`src/rtl/sram_readback.sv`:
```
// sram_readback
// Read-side engine for the capture SRAM. After a capture, it walks the
// sample memory backwards from the last written word for a programmed
// number of words. Reads have one cycle of latency. The words leave as a
// valid/ready stream with a byte-lane keep and a last flag. A 2-entry skid
// FIFO absorbs downstream backpressure so no in-flight read data is lost.
//
// Ports:
//   clk, rst          clock; asynchronous active-high reset
//   start             one-cycle pulse that begins a readback
//   start_addr        address of the last written word (read first)
//   read_count        number of words to read, 0..MSZ
//   lane_mask         byte lanes to report on out_tkeep
//   abort             synchronous cancel of an active readback
//   mem_rd_en/addr    memory read strobe and address
//   mem_rd_data       read data, valid one cycle after mem_rd_en
//   out_t*            downstream stream (valid/ready/last/keep/data)
//   busy              readback in progress
//   done              one-cycle pulse after the last word is transferred
module sram_readback #(
   parameter int MSZ = 6144,
   parameter int MAW = 13,
   parameter int MDW = 32,
   parameter int MKW = 4
) (
   input  logic           clk,
   input  logic           rst,
   input  logic           start,
   input  logic [MAW-1:0] start_addr,
   input  logic [MAW:0]   read_count,
   input  logic [MKW-1:0] lane_mask,
   input  logic           abort,
   output logic           mem_rd_en,
   output logic [MAW-1:0] mem_rd_addr,
   input  logic [MDW-1:0] mem_rd_data,
   output logic           out_tvalid,
   input  logic           out_tready,
   output logic           out_tlast,
   output logic [MKW-1:0] out_tkeep,
   output logic [MDW-1:0] out_tdata,
   output logic           busy,
   output logic           done
);

   localparam logic [1:0] IDLE  = 2'd0;
   localparam logic [1:0] READ  = 2'd1;
   localparam logic [1:0] DRAIN = 2'd2;

   localparam logic [MAW-1:0] ADDR_TOP = MAW'(MSZ - 1);
   localparam logic [MAW-1:0] ADDR_ONE = MAW'(1);
   localparam logic [MAW:0]   CNT_ONE  = (MAW+1)'(1);

   logic [1:0]     state;
   logic [MAW-1:0] addr;
   logic [MAW:0]   remaining;
   logic [MKW-1:0] keep;
   logic           inflight;
   logic           inflight_last;

   logic [MDW-1:0] fifo_data [2];
   logic           fifo_last [2];
   logic           rd_ptr;
   logic           wr_ptr;
   logic [1:0]     fifo_count;

   logic           pop;
   logic           push;
   logic           flush;
   logic           issue;
   logic [2:0]     credit;

   // Stream side is a direct view of the FIFO head. Data, last and keep are
   // forced to zero while nothing is valid so idle outputs look like reset.
   assign out_tvalid  = (fifo_count != 2'd0);
   assign out_tdata   = out_tvalid ? fifo_data[rd_ptr] : '0;
   assign out_tlast   = out_tvalid ? fifo_last[rd_ptr] : 1'b0;
   assign out_tkeep   = out_tvalid ? keep : '0;
   assign mem_rd_en   = issue;
   assign mem_rd_addr = addr;

   // Issue decision. Credit is the number of FIFO slots already claimed by
   // stored words plus the word on the memory bus. A word leaving the head
   // this cycle frees its slot in time for the new read to land, which is
   // what allows one word per cycle with only two entries. The abort cycle
   // issues nothing, so the flush cannot race a new read.
   always_comb begin
      pop    = out_tvalid & out_tready;
      push   = inflight;
      flush  = abort && (state != IDLE);
      credit = {1'b0, fifo_count} + {2'b00, inflight} - {2'b00, pop};
      issue  = (state == READ) && (remaining != '0) && !abort && (credit < 3'd2);
   end

   // Control FSM: latches the request, walks the address downward with wrap
   // at zero, and waits in DRAIN for the last-tagged word to be accepted.
   // A zero-length request only produces a done pulse.
   always_ff @(posedge clk or posedge rst) begin
      if (rst) begin
         state         <= IDLE;
         addr          <= '0;
         remaining     <= '0;
         keep          <= '0;
         busy          <= 1'b0;
         done          <= 1'b0;
         inflight      <= 1'b0;
         inflight_last <= 1'b0;
      end else begin
         done          <= 1'b0;
         inflight      <= issue;
         inflight_last <= issue && (remaining == CNT_ONE);
         case (state)
            IDLE: begin
               if (start) begin
                  if (read_count != '0) begin
                     addr      <= start_addr;
                     remaining <= read_count;
                     keep      <= lane_mask;
                     busy      <= 1'b1;
                     state     <= READ;
                  end else begin
                     done <= 1'b1;
                  end
               end
            end
            READ: begin
               if (abort) begin
                  busy  <= 1'b0;
                  state <= IDLE;
               end else if (issue) begin
                  addr      <= (addr == '0) ? ADDR_TOP : addr - ADDR_ONE;
                  remaining <= remaining - CNT_ONE;
                  if (remaining == CNT_ONE) begin
                     state <= DRAIN;
                  end
               end
            end
            DRAIN: begin
               if (abort) begin
                  busy  <= 1'b0;
                  state <= IDLE;
               end else if (pop && out_tlast) begin
                  done  <= 1'b1;
                  busy  <= 1'b0;
                  state <= IDLE;
               end
            end
            default: begin
               state <= IDLE;
            end
         endcase
      end
   end

   // Two-entry skid FIFO. Read data is captured the cycle after the issue,
   // together with its last tag. Push and pop may happen in the same cycle.
   // An abort discards everything stored, and the flush also drops a word
   // that is still on the memory bus.
   always_ff @(posedge clk or posedge rst) begin
      if (rst) begin
         fifo_data[0] <= '0;
         fifo_data[1] <= '0;
         fifo_last[0] <= 1'b0;
         fifo_last[1] <= 1'b0;
         rd_ptr       <= 1'b0;
         wr_ptr       <= 1'b0;
         fifo_count   <= 2'd0;
      end else if (flush) begin
         rd_ptr     <= 1'b0;
         wr_ptr     <= 1'b0;
         fifo_count <= 2'd0;
      end else begin
         if (push) begin
            fifo_data[wr_ptr] <= mem_rd_data;
            fifo_last[wr_ptr] <= inflight_last;
            wr_ptr            <= ~wr_ptr;
         end
         if (pop) begin
            rd_ptr <= ~rd_ptr;
         end
         case ({push, pop})
            2'b10:   fifo_count <= fifo_count + 2'd1;
            2'b01:   fifo_count <= fifo_count - 2'd1;
            default: fifo_count <= fifo_count;
         endcase
      end
   end

endmodule

```
`config.mk`:
```
export PLATFORM = sky130hd
export DESIGN_NAME = sram_readback
export DESIGN_NICKNAME = d
export VERILOG_FILES = /design/src/rtl/sram_readback.sv
export SDC_FILE = /design/constraint.sdc
export NUM_CORES = 1
export LEC_CHECK = 0
export CAP_MARGIN = 10
export CORE_MARGIN = 3
export CORE_UTILIZATION = 50
export CTS_BUF_LIST = sky130_fd_sc_hd__clkbuf_16
export CTS_CLUSTER_SIZE = 12
export DETAILED_ROUTE_END_ITERATION = 16
export GPL_ROUTABILITY_DRIVEN = 0
export PLACE_DENSITY = 0.84
export SLEW_MARGIN = 20
export SYNTH_ARGS = -nofsm -noshare
export SYNTH_HDL_FRONTEND = slang
export SYNTH_SLANG_ARGS = --single-unit
```
`constraint.sdc`:
```
create_clock -name clk -period 4.91 [get_ports clk]
set_clock_uncertainty 0.1 [all_clocks]
set_input_delay 0.491 -clock clk [delete_from_list [all_inputs] [get_ports clk]]
set_output_delay 0.491 -clock clk [all_outputs]
set_load 0.005 [all_outputs]
```
==> summary.md, run 1 <==
| Metric | Value |
|---|---|
| Initial antenna violation count | `0` |
| Ys async rst share | `100%` |
| Synth top cells by count | `dfrtp_1 (107), mux2_2 (70), nor2_1 (51)` |
| Core area | `10,900 µm²` |
| Top-count cell post-synth | `dfrtp_1` |
| Skew-Pair Late Insertion Delay | `~340 ps` |
| Tcrit/Tclk final | `around four fifths` |
| Die ar. | `about 13,000 µm²` |
| Final setup vio count | `0` |
| CTS Sinks | `between 100 and 150` |
| Final Instance Area | `7260 µm²` |
| Peak VDD IR | `0.309 mV` |
| Crit start category | `input pin` |
| Area Growth Syn to Fin | `29.6%` |
| Most used DFF post-synth | `dfrtp_1` |
| Average via count per standard cell | `5.94` |
| Cts hold-fix bufs | `0` |
| Status | `finished, final reports clean` |
| Critical path type | `input pin to output pin` |
| Height of the die | `112 µm` |
| Netlist cell types | `55` |
| Total of max-cap violations | `0` |
| RSZ-0062 raised after global routing | `false` |
| Worst setup EP type | `output pin` |
| Vias in the first global route | `4,666` |
| Clock buffer depth | `2` |
| Port Buffer Count | `121` |
| EDFF count, synth | `0` |
| ANT nets after route | `0` |
| CTS tree | `built` |
| Placed inst area | `6920 µm²` |
| Layout cells sized above 1 | `17.9%` |
| Final routed DRC violation total | `0` |
| Initial Util | `51.4%` |
| CP max FO | `3` |
| DP Worst Slack | `between 1000 and 1500 ps` |
| Reg clk slew, reported paths | `70 ps` |
| Vias | `roughly 4.5k` |
| GR Overflow Total | `0` |
| # Post-CTS Setup Buffers | `0` |
| Final hold vios | `0` |
| Worst hold stages | `1` |
| Final core occ | `about 67%` |
| Main area contributors after synthesis | `dfrtp_1 (48%), mux2_2 (14%), mux2i_1 (6.4%), nor2_1 (3.4%), a21oi_1 (1.8%)` |
| Syn_area_per_cell | `11.0 µm²` |
| Final WL | `approximately 13,000 µm` |
| First-pass detailed-route iteration total | `5` |
| First-pass GRT wire length | `approximately 23,000 µm` |
| Measured slew at the worst slew-check pin | `between 1000 and 1500 ps` |
| Pleak | `~0.0030 µW` |
| Worst hold path type | `flop to flop` |
| Synth Warn # | `0` |
| #FFs+latches synth | `roughly 110` |
| Worst EP required | `4320 ps` |
| Synth Instances | `a little over 500` |
| Layout Nets | `698` |
| Initial DRC count | `between 300 and 400` |
| Top-area cell type share of the netlist area | `about 48%` |
| Fin crit period | `3890 ps` |
| Largest net degree at the start of global routing | `between 60 and 70` |
| Slew Viols, Final | `0` |
| Sequential area share after synthesis | `a little under half` |
| Achievable frequency | `0.257 GHz` |
| Power per Cell Area | `between 600 and 700 nW/µm²` |
| I/O pins | `approximately 120` |
| Routed WL per cell | `roughly 18 µm` |
| # rows | `38` |
| Die W | `~110 µm` |
| Post_cts resized | `0` |
| Setup TNS | `0 ps` |
| Syn Nets | `587` |
| Cell depth of the worst flop-to-flop path | `10` |
| CTS Root Cell | `clkbuf_16` |
| Synth area leader | `dfrtp_1` |
| Total GRT Usage | `around 22%` |
| H-tree levels | `3` |
| Mapped Area | `about 5600 µm²` |
| Worst EP arrival | `3300 ps` |
| Final worst slack | `1020 ps` |
| N_diodes | `0` |
| DP Wirelength | `around 9500 µm` |
| # fillers | `around 840` |
| Rel. slew slack | `a little under a third` |
| Total CTS buffers | `9` |
cell type report:
class / count / area [µm²] / area share, %
multi-input combinational: 358 / 2740 / 37.7
sequential: 107 / 2680 / 36.9
timing repair buffer: 128 / 1260 / 17.4
clock buffer: 9 / 225 / 3.10
tap: 140 / 175 / 2.41
clock inverter: 6 / 113 / 1.55
inverter: 17 / 66.3 / 0.913
registers in the layout (all words and copies together) (netlist names):
signal,flops
inflight,1
mem_rd_addr,13
busy,1
done,1
keep,4
rd_ptr,1
fifo_last,2
fifo_count,2
fifo_data,64
inflight_last,1
wr_ptr,1
remaining,14
state,2
placed cells by master, fill, tap and decap left out, types with 4 or more instances in the layout:
master	count
a21oi_1	20
o22ai_1	11
nand3_1	9
a31oi_1	7
and3_1	6
mux2_2	70
inv_1	16
nor4_1	10
nor3_1	6
nor2_1	50
o32ai_1	6
mux2i_1	36
nand4_1	4
a41oi_1	6
nand2b_1	4
ha_1	8
o21ai_0	10
a22oi_1	5
nand2_1	20
buf_4	7
or2_2	6
clkbuf_16	9
o211ai_1	7
nor3b_1	8
clkdlybuf4s50_1	121
nor2b_1	7
dfrtp_1	106
report_power, final:
group          total (µW)  switching (µW)  internal [µW]  leakage [µW]
clock                 825             326            499      0.000166
sequential           1690             387           1310       0.00128
combinational        1910             845           1060       0.00152
total                4430            1560           2870       0.00296
cell families after synthesis:
family | share of synthesized area (%)
AOI/OAI and AO/OA | 11.2
xor gates and xnor gates | 0.626
adders and majority gates | 2.14
buffers and inverters | 3.42
DFF | 47.8
muxes | 20.5
and+or+nand+nor | 14.3
layer usage:
metal  global-route usage [%]  share of wire, %
met5                        0                 0
met4                     3.65              0.39
met3                     3.53               6.1
met2                     38.7                51
met1                     29.7                43
final timing paths:
kind,from,endpoint,slack (ps)
setup / recovery,out_tready,mem_rd_en,1020
hold / removal,inflight_last,fifo_last[0],400
setup reg to reg,fifo_count[1],remaining[2],1760
hold reg to reg,inflight_last,fifo_last[0],400
max in group asynchronous,rst,fifo_data[52],3080
min in group asynchronous,rst,fifo_data[46],570
through the flow:
step,total power [µW],cells,hold slack (ps)
3_3_place_gp,3490,750,378
2_1_floorplan,2890,510,373
5_1_grt,4740,765,416
6_report,4430,765,405
4_1_cts,4450,765,407
3_5_place_dp,3620,750,393
critical path, cell delays in order:
cell and delay (ps):
clkdlybuf4s50_1 500, inv_1 80, nor3b_1 320, a21o_1 160, nand2_1 70, fa_1 390
xor2_1 160, nor3_1 200, a21boi_0 340, clkdlybuf4s50_1 590
Note: power is estimated with default switching activity, not from simulation.
==> run 2: changes to the inputs <==
clock period = 4 ns   (was 4.91 ns; I/O delays follow)
==> run 2 against run 1 <==
Utilization down 0.080 points. Power up 20%. Combinational power up 24%. First-iteration DRC count up 15%. Clock-buffer cell count unchanged. Largest cell class unchanged.
==> summary.md, run 2 (same netlist as run 1, synthesis figures left out) <==
| Metric | Value |
|---|---|
| DP Wirelength | `about 9500 µm` |
| Fin Hold WS | `396 ps` |
| Peak VDD IR | `roughly 0.34 mV` |
| # Post-CTS Setup Buffers | `0` |
| Port Buffer Count | `121` |
| Crit start category | `input pin` |
| Crit path buf inv count | `3` |
| Slew Viols, Final | `0` |
| Reg clk slew, reported paths | `approximately 70 ps` |
| P_int | `approximately 3400 µW` |
| Vias | `4,517` |
| Logic pwr share | `between 40 and 50%` |
| Setup TNS | `0 ps` |
| Final hold vios | `0` |
| Die ar. | `12,500 µm²` |
| Sw Pwr | `around 1900 µW` |
| First-pass detailed-route iteration total | `5` |
| CTS tree | `built` |
| First-pass GRT wire length | `22,500 µm` |
| Layout cells sized above 1 | `18.1%` |
| Achievable frequency | `about 0.27 GHz` |
| N_diodes | `0` |
| Largest Register | `fifo_data` |
| Worst EP required | `about 3500 ps` |
| Final WL | `roughly 14,000 µm` |
| RSZ-0062 raised after global routing | `false` |
| Finished Layout Cells | `about 770` |
| Crit-path cells | `clkdlybuf4s50_1, inv_1, nor3b_1, a21o_1, nand2_1, fa_1, xor2_1, nor3_1, a21boi_0, clkdlybuf4s50_1` |
| Total CTS buffers | `9` |
| Cell occurring most often along the worst timing path | `clkdlybuf4s50_1` |
| Crit path max-delay family | `buffers and inverters` |
| Status | `finished, final reports clean` |
| # rows | `38` |
| Rel. slew slack | `between 30% and 40%` |
| Final routed DRC violation total | `0` |
| Commonest non-fill, non-tap cell in the layout | `clkdlybuf4s50_1` |
| Skew-Pair Late Insertion Delay | `approximately 340 ps` |
| Layout Nets | `between 700 and 800` |
| Sw frac | `36.2%` |
| Cts hold-fix bufs | `0` |
| I/O pins | `~120` |
| CP max FO | `3` |
| Power per Cell Area | `734 nW/µm²` |
| H-tree levels | `3` |
| Average via count per standard cell | `5.87` |
| Initial Util | `51.4%` |
| Tcrit/Tclk final | `between 90% and 100%` |
| Final setup vio count | `0` |
| Measured slew at the worst slew-check pin | `940 ps` |
| Largest net degree at the start of global routing | `75` |
| GR Overflow Total | `0` |
| Area Growth Syn to Fin | `29.5%` |
| Critical path type | `input pin to output pin` |
| Die W | `roughly 110 µm` |
| CP peak stage delay | `between 500 and 600 ps` |
| Initial antenna violation count | `0` |
| Worst setup EP type | `output pin` |
| R2R setup slack | `about 1000 ps` |
| Most frequent cells in the layout | `clkdlybuf4s50_1 (121), dfrtp_1 (106), mux2_2 (70)` |
| Worst EP arrival | `roughly 3200 ps` |
| Post_cts resized | `0` |
| Seq pwr share | `around two fifths` |
| Slowest stage cell, crit path | `clkdlybuf4s50_1` |
| Placed cells | `753` |
| Total of max-cap violations | `0` |
| CTS Root Cell | `clkbuf_16` |
| Routed WL per cell | `17.6 µm` |
| Worst hold path type | `flop to flop` |
| Clk network pwr share | `around 17%` |
| Pleak | `0.00296 µW` |
| Max reg flops | `64` |
| Clock buffer depth | `2` |
| CTS Sinks | `about 110` |
| ANT nets after route | `0` |
| Core area | `about 11,000 µm²` |
| Initial DRC count | `346` |
| Fin crit period | `3710 ps` |
| Height of the die | `roughly 110 µm` |
| Pwr Total | `5320 µW` |
| Vias in the first global route | `between 4k and 5k` |
| Total GRT Usage | `around 22%` |
run 2: cell count changes in the layout (fill, tap and decap cells not counted), sizes merged:
cell	before	now
bufinv	3	1
buf	7	10
clkinv	1	4
run 2: per-layer routing:
layer | up-vias | global-route usage [%] | part of all wire (%)
met3 | 16 | 4.13 | 5.4
met2 | 168 | 37.6 | 50
met1 | 2231 | 28.3 | 43
met4 | 0 | 5.43 | 1.1
li1 | 2102 | - | -
met5 | - | 0 | 0
run 2: stage by stage:
step | utilization (%) | instance area [µm²] | setup slack, ps
3_5_place_dp | 63.9 | 6960 | 350
4_1_cts | 66.6 | 7250 | 295
6_report | 66.6 | 7250 | 287
5_1_grt | 66.6 | 7250 | 88.4
2_1_floorplan | - | 5600 | 683
3_3_place_gp | 63.9 | 6960 | 408
run 2: power groups by stage:
stage	Combinational, µW	Clock [µW]	Sequential (µW)
after floorplan	1640	0	1900
after global routing	2590	946	2150
after CTS	2380	900	2060
after detailed placement	2370	0	2080
final	2370	880	2070
after global placement	2270	0	2030
run 2: final timing paths:
path / start / end / depth (start not counted)
worst max-delay path: out_tready / mem_rd_en / 10
worst min-delay path: inflight_last / fifo_last[0] / 1
worst max register to register: fifo_count[1] / remaining[4] / 10
worst min register to register: inflight_last / fifo_last[0] / 1
max in group asynchronous: rst / fifo_data[30] / 3
min in group asynchronous: rst / fifo_data[46] / 2
run 2: layout make-up:
cell class                      count  area, µm²
Multi-Input combinational cell    358       2740
Sequential cell                   107       2680
Clock buffer                        9        225
Inverter                           17       66.3
Clock inverter                      7       68.8
Timing Repair Buffer              131       1300
Tap cell                          140        175
Fill cell                         825       3640
